==> config.mk <==
export PLATFORM = sky130hd
export DESIGN_NAME = dac_window_sequencer
export DESIGN_NICKNAME = d
export VERILOG_FILES = /design/src/rtl/dac_window_sequencer.sv
export SDC_FILE = /design/constraint.sdc
export NUM_CORES = 1
export LEC_CHECK = 0
export BUFFER_PORTS_ARGS = -buffer_cell sky130_fd_sc_hd__clkbuf_2
export CORE_ASPECT_RATIO = 0.5
export CORE_UTILIZATION = 35
export CTS_BUF_LIST = sky130_fd_sc_hd__clkbuf_16
export DETAILED_ROUTE_END_ITERATION = 10
export SETUP_SLACK_MARGIN = 0.4
export SKIP_CTS_REPAIR_TIMING = 1
export SLEW_MARGIN = 15
export SYNTH_ARGS = -nofsm -noshare
export SYNTH_HDL_FRONTEND = slang
export SYNTH_SLANG_ARGS = --single-unit
==> constraint.sdc <==
create_clock -name dataclk -period 2.59 [get_ports dataclk]
set_clock_uncertainty 0.1 [all_clocks]
set_input_delay 0.1295 -clock dataclk [delete_from_list [all_inputs] [get_ports dataclk]]
set_output_delay 0.1295 -clock dataclk [all_outputs]
set_load 0.01 [all_outputs]
==> src/rtl/dac_window_sequencer.sv <==
// Window-state sequencer for the DAC_advance datapath: tracks consecutive qualified
// windows up to DAC_stop_max, then fires a stimulus pulse followed by a refractory lockout.
module dac_window_sequencer #(
  parameter int CW = 32,
  parameter int TW = 16
) (
  input  logic          dataclk,
  input  logic          reset,
  input  logic          sample_strobe,
  input  logic          enable,
  input  logic          DAC_advance,
  input  logic [CW-1:0] DAC_stop_max,
  input  logic [TW-1:0] stim_width,
  input  logic [TW-1:0] refractory,
  input  logic          clear_count,
  output logic [CW-1:0] DAC_fsm_state_counter,
  output logic [1:0]    fsm_state,
  output logic          stim_out,
  output logic          stim_pulse,
  output logic [TW-1:0] stim_count
);

  typedef enum logic [1:0] {
    IDLE    = 2'd0,
    TRACK   = 2'd1,
    STIM    = 2'd2,
    REFRACT = 2'd3
  } state_e;

  state_e        state_q;
  logic [CW-1:0] cnt_q;
  logic [TW-1:0] timer_q;
  logic          stim_out_q;
  logic          stim_pulse_q;
  logic [TW-1:0] count_q;

  logic          trigger;
  logic [TW-1:0] count_d;
  logic [TW-1:0] width_m1;

  // NOTE: always_comb with a default for every output first, so no latch can be inferred.
  always_comb begin
    trigger  = 1'b0;
    count_d  = count_q;
    width_m1 = '0;
    if (stim_width != '0) width_m1 = stim_width - TW'(1);
    if (sample_strobe && state_q == TRACK && enable && DAC_advance &&
        cnt_q >= DAC_stop_max)
      trigger = 1'b1;
    // A clear wins over a coincident increment; the count saturates rather than wrapping.
    if (clear_count)
      count_d = '0;
    else if (trigger && count_q != '1)
      count_d = count_q + TW'(1);
  end

  // NOTE: sequential state uses non-blocking assignments only, so every flop samples the
  // pre-edge value of every other flop regardless of statement order.
  always_ff @(posedge dataclk) begin
    if (reset) begin
      state_q      <= IDLE;
      cnt_q        <= '0;
      timer_q      <= '0;
      stim_out_q   <= 1'b0;
      stim_pulse_q <= 1'b0;
      count_q      <= '0;
    end else begin
      stim_pulse_q <= 1'b0;
      count_q      <= count_d;
      if (sample_strobe) begin
        case (state_q)
          IDLE: begin
            cnt_q <= '0;
            if (enable && DAC_advance) begin
              state_q <= TRACK;
              cnt_q   <= CW'(1);
            end
          end
          TRACK: begin
            if (!enable || !DAC_advance) begin
              state_q <= IDLE;
              cnt_q   <= '0;
            end else if (trigger) begin
              state_q      <= STIM;
              cnt_q        <= '0;
              timer_q      <= width_m1;
              stim_out_q   <= 1'b1;
              stim_pulse_q <= 1'b1;
            end else begin
              cnt_q <= cnt_q + CW'(1);
            end
          end
          STIM: begin
            // The pulse always runs its full width; enable and DAC_advance are ignored here.
            if (timer_q == '0) begin
              stim_out_q <= 1'b0;
              if (refractory != '0) begin
                state_q <= REFRACT;
                timer_q <= refractory - TW'(1);
              end else begin
                state_q <= IDLE;
              end
            end else begin
              timer_q <= timer_q - TW'(1);
            end
          end
          REFRACT: begin
            if (timer_q == '0) state_q <= IDLE;
            else               timer_q <= timer_q - TW'(1);
          end
          default: state_q <= IDLE;
        endcase
      end
    end
  end

  assign DAC_fsm_state_counter = cnt_q;
  assign fsm_state             = state_q;
  assign stim_out              = stim_out_q;
  assign stim_pulse            = stim_pulse_q;
  assign stim_count            = count_q;

endmodule

==> results of run 1 <==
==> cell type report <==
cell class | instances | area [um^2]
fill | 1300 | 6210
multi-input combinational | 494 | 3590
sequential | 68 | 1390
timing repair buffer | 191 | 1170
clock buffer | 10 | 250
tap | 170 | 213
inverter | 47 | 176
clock inverter | 6 | 61.3
==> worst max-delay path: cells and delay by family, from the launching register on <==
family	cells	cell delay, ps
AOI/OAI and AO/OA	3	600
buffers and inverters	1	130
and+or+nand+nor	4	1170
DFF	1	350
adders and majority gates	1	260
==> cells in the final DEF, fill, tap and decap left out, types with 5 or more instances in the layout <==
cell type | synthesis | layout
and3_1 | 11 | 11
inv_1 | 47 | 47
clkbuf_2 | 1 | 121
nor2b_1 | 10 | 10
xnor2_1 | 25 | 25
o31ai_1 | 7 | 5
nand2_1 | 45 | 44
ha_1 | 38 | 27
nor4_1 | 6 | 6
nand2b_1 | 7 | 6
o21ai_0 | 27 | 12
a21oi_1 | 45 | 38
ha_4 | 0 | 11
nor2_1 | 68 | 68
o22ai_1 | 10 | 9
nand3_1 | 25 | 25
clkbuf_16 | 0 | 10
dfxtp_2 | 0 | 10
o21ai_1 | 0 | 13
and4_1 | 7 | 7
xor2_1 | 34 | 32
a21oi_2 | 0 | 7
buf_4 | 0 | 64
nand4_1 | 14 | 14
dfxtp_4 | 0 | 5
dfxtp_1 | 68 | 53
or3_1 | 11 | 11
nor3_1 | 31 | 27
==> routing by layer <==
layer / part of all wire / vias up / global-route usage
met5: 0 / - / 0
met4: 0.013 / 0 / 0.0512
met3: 0.036 / 13 / 0.0336
met2: 0.45 / 109 / 0.298
met1: 0.51 / 2284 / 0.262
li1: - / 2611 / -
==> final timing paths <==
| kind | from | end |
|---|---|---|
| worst max register to register | DAC_fsm_state_counter[11]$_SDFFE_PP0P_ | stim_count[13]$_SDFFE_PP0P_ |
| worst min-delay path | DAC_advance | DAC_fsm_state_counter[0]$_SDFFE_PP0P_ |
| worst max-delay path | DAC_fsm_state_counter[11]$_SDFFE_PP0P_ | stim_count[13]$_SDFFE_PP0P_ |
| worst min register to register | stim_out$_SDFFE_PP0P_ | stim_out$_SDFFE_PP0P_ |
==> report_power, final <==
group          switching, mW  total (mW)  leakage [nW]  internal [mW]
registers            0.00316        1.05         0.557           1.04
logic                  0.159       0.286          2.27          0.127
clock network          0.468        1.27         0.155          0.800
==> cells by family after synthesis <==
group	synth area share
flops	0.281
mux	0.00413
simple gates	0.277
buf+inv	0.0565
xor+xnor	0.107
compound gates	0.177
fa+ha+maj	0.0981
==> state kept, by name, indices dropped and copies added, names as in the netlist <==
name,flops
DAC_fsm_state_counter,32
stim_count,16
timer_q,16
fsm_state,2
stim_out,1
stim_pulse,1
==> results.cfg, run 1 <==
[status]
status = complete, but fails checks
violations = hold timing, setup timing

[global_route]
grt_max_degree = 33
grt_antenna_before_repair = 0
grt_pass1_vias = 4625
track_usage = 0.188
grt-ovfl-total = 0
grt_pass1_wl_um = 21900

[layout]
drive_gt1_frac = 0.342
fin_util = 0.525
design_area_um2 = 6850
antenna_cells = 0
syn_to_final_growth_pct = 41.4
final_nets = 919
stdcell_count = 986

[clock_tree]
cts_tree = yes
cts_root_buf = clkbuf_16
cts_max_level = 3
cts.sink_count = 68
cts-buffers-inserted = 9
cts.clk_slew.worst_paths_ps = 60
clockBufferDepth = 2
clk_latency_ps = 330

[placement]
pre_cts_ws_ps = -115
place_inst = 961
port-buffer-count = 121
dpl_cell_area_um2 = 6260
gp_congestion = 0.862
hpwl_um = 10400

[setup_path]
cp.arrival_ps = 2840
crit_type = register to register
endpoint_kind = register
critPathMaxFanout = 6
max_stage_delay_ps = 540
path_cells = ha_4 > nand4_1 > or4_4 > a221oi_4 > o41a_4 > buf_4 > o211ai_2 > or4_1 > nand2_1
reg2reg_slack_ps = -70
critPathRequiredTime_ps = 2760
r2r_cells = 9
startpoint_type = register
slowest_stage = or4_4

[sta]
fmax_mhz = 376
rsz0062_at_grt = true
layout_setup_ws_ps = -72.3
min_period_ps = 2660
whs_ps = -6.50
setup_tns_ps = -147
worst_slew_pin_slew_ps = 526
maxSlewHeadroom = 0.650
post-route-period-util = 1.03
setup_viol = 9
maxSlewViolCount = 0
hold_violations = 1

[floorplanning]
fp.dieW_um = 168
start_util = 0.371
die_area_um2 = 14300
rows = 29
coreArea_um2 = 13100
fp.dieH_um = 85.2
pin_count = 122

[detailed_routing]
drt_iter0_drc = 304
via_per_inst = 5.09
ant_nets = 0
drc = 0
dr.pass1.iters = 5
finalWirelength_um = 13500
post_drt_wl_per_cell_um = 13.7
vias = 5017

[yosys]
ys.flop_type = dfxtp_1
avgSynthCellArea_um2 = 7.74
synthTopCellsByCount = 68 x dfxtp_1, 68 x nor2_1, 47 x inv_1
netlist_instances = 626
synth.distinct_cells = 58
synth-seq-cells = 68
syn_area_um2 = 4850
yosysSeqAreaShare = 0.281
netlist_top_cells_area = dfxtp_1 28%, ha_1 9.8%, xor2_1 6.1%
syn_nets = 734
ys_async_sr_fraction = 0
yosys.area.top_type_share = 0.281
synth_area_leader_cell = dfxtp_1
yosys_warnings = 0
synth_edf_count = 0

[flow_run]
drv_cap = 0

[min_path]
hold_depth = 3
worstHoldPathType = input port to register

[power]
max-vdd-ir-drop_mv = 0.328
powerDensity_nw_per_um2 = 380
finalPower_mw = 2.60
p_leak_nw = 2.98
(Power assumes the default switching activity.)
==> run 2: changes to the inputs <==
clock period = 2.8 ns   (was 2.59 ns; I/O delays follow)
==> run 2 against run 1 <==
Net effect: the flow finishes with violations (hold timing); die area stayed put; count of clock-buffer cells in the layout unchanged; routed wire length grew 4.8%; clock power down 17%; global-route usage up 0.68 points; cell area is 0.15% higher; hold slack got worse by 3.3 ps; maximum frequency decreased by 2.3%; register-to-register slack improved by 150 ps; first-iteration DRC count up 2.0%.
==> results.cfg, run 2 (synthesis gave the netlist of run 1 again) <==
[status]
status = complete, but fails checks
violations = hold timing

[floorplanning]
die_area_um2 = 14300
pin_count = 122
fp.dieW_um = 168
coreArea_um2 = 13100
start_util = 0.371
rows = 29
fp.dieH_um = 85.2

[layout]
final_common_cell = clkbuf_2
antenna_cells = 0
final_nets = 899
n_fill_cell = 1255
fin_util = 0.525
drive_gt1_frac = 0.335
syn_to_final_growth_pct = 41.6
largest_reg_flops = 32
final_cell_mix = 121 x clkbuf_2, 67 x nor2_1, 52 x dfxtp_1, 47 x inv_1, 45 x nand2_1

[clock_tree]
cts_tree = yes
clockBufferDepth = 2
cts-buffers-inserted = 9
cts.sink_count = 68
cts_root_buf = clkbuf_16
cts.clk_slew.worst_paths_ps = 60
cts_max_level = 3
clk_latency_ps = 340

[sta]
setup_tns_ps = 0
post-route-period-util = 0.973
worst_slew_pin_slew_ps = 621
maxSlewHeadroom = 0.582
layout_setup_ws_ps = 76.1
setup_viol = 0
rsz0062_at_grt = true
min_period_ps = 2720
whs_ps = -9.78
fmax_mhz = 367
hold_violations = 1
maxSlewViolCount = 0

[placement]
port-buffer-count = 121
gp_congestion = 0.852
pre_cts_ws_ps = 40.1
hpwl_um = 10200

[power]
p_leak_nw = 2.91
max-vdd-ir-drop_mv = 0.311
powerDensity_nw_per_um2 = 335

[global_route]
grt_pass1_vias = 4633
track_usage = 0.195
grt_pass1_wl_um = 22400
grt-ovfl-total = 0
grt_antenna_before_repair = 0
grt_max_degree = 33

[setup_path]
reg2reg_slack_ps = 80
r2r_cells = 10
crit_type = register to register
regToRegEndpoint = timer_q[14]$_SDFFE_PP0P_
cp.arrival_ps = 2890
r2r-start = DAC_fsm_state_counter[9]$_SDFFE_PP0P_
startpoint_type = register
critPathMaxFanout = 8
endpoint_kind = register
critPathRequiredTime_ps = 2970

[min_path]
worstHoldPathType = input port to register
hold_start = DAC_advance
hold_depth = 3
holdPathEnd = DAC_fsm_state_counter[0]$_SDFFE_PP0P_

[detailed_routing]
post_drt_wl_per_cell_um = 14.7
vias = 5117
ant_nets = 0
drc = 0
drt_iter0_drc = 310
finalWirelength_um = 14200
dr.pass1.iters = 5
via_per_inst = 5.30

[flow_run]
drv_cap = 0
[run 2: final cells by class]
| type | instances | area [um^2] | area share |
|---|---|---|---|
| Multi-Input combinational cell | 493 | 3660 | 0.534 |
| Sequential cell | 68 | 1400 | 0.204 |
| Timing Repair Buffer | 172 | 1130 | 0.164 |
| Clock buffer | 10 | 250 | 0.0365 |
| Tap cell | 170 | 213 | 0.0310 |
| Inverter | 47 | 176 | 0.0257 |
| Clock inverter | 6 | 27.5 | 0.00401 |
[run 2: per-stage QoR]
stage | power, mW | cells | hold WS (ps) | cell area (um^2)
6_report | 2.30 | 966 | -9.78 | 6860
2_1_floorplan | 1.13 | 626 | 180 | 5040
4_1_cts | 2.29 | 944 | -45.7 | 6250
5_1_grt | 2.41 | 966 | 18.1 | 6860
3_3_place_gp | 1.23 | 928 | 311 | 5970
3_5_place_dp | 1.23 | 928 | 316 | 5970
[run 2: critical path: stages (launching register included)]
cell	delay (ps)
dfxtp_4	340
ha_4	260
nand4_1	140
or4_4	550
a221oi_4	220
o41a_4	250
o31ai_4	80
buf_12	170
buf_12	130
o32a_1	280
o21ai_1	130
[run 2: layer usage]
layer / wire length [um] / share of wire / GRT usage
met5: 0 / 0 / 0
met3: 731 / 0.051 / 0.0499
met1: 6970 / 0.49 / 0.270
met4: 206 / 0.015 / 0.0488
met2: 6290 / 0.44 / 0.300
[run 2: worst max-delay path by stage]
stage	slack, ps	depth (start not counted)	endpoint	start
floorplan	280	9	stim_count[14]$_SDFFE_PP0P_	DAC_fsm_state_counter[11]$_SDFFE_PP0P_
global placement	80	9	timer_q[14]$_SDFFE_PP0P_	DAC_fsm_state_counter[11]$_SDFFE_PP0P_
detailed placement	40	9	timer_q[14]$_SDFFE_PP0P_	DAC_fsm_state_counter[11]$_SDFFE_PP0P_
CTS	20	9	timer_q[14]$_SDFFE_PP0P_	DAC_fsm_state_counter[11]$_SDFFE_PP0P_
global route	5	10	timer_q[14]$_SDFFE_PP0P_	DAC_fsm_state_counter[9]$_SDFFE_PP0P_
finish	80	10	timer_q[14]$_SDFFE_PP0P_	DAC_fsm_state_counter[9]$_SDFFE_PP0P_
[run 2: report_power, final]
group          switching [mW]  total [mW]  internal (mW)  leakage [nW]
Sequential            0.00411       0.968          0.964         0.558
Combinational           0.157       0.283          0.126          2.21
Clock                   0.410        1.05          0.639         0.142
Total                   0.571        2.30           1.73          2.91
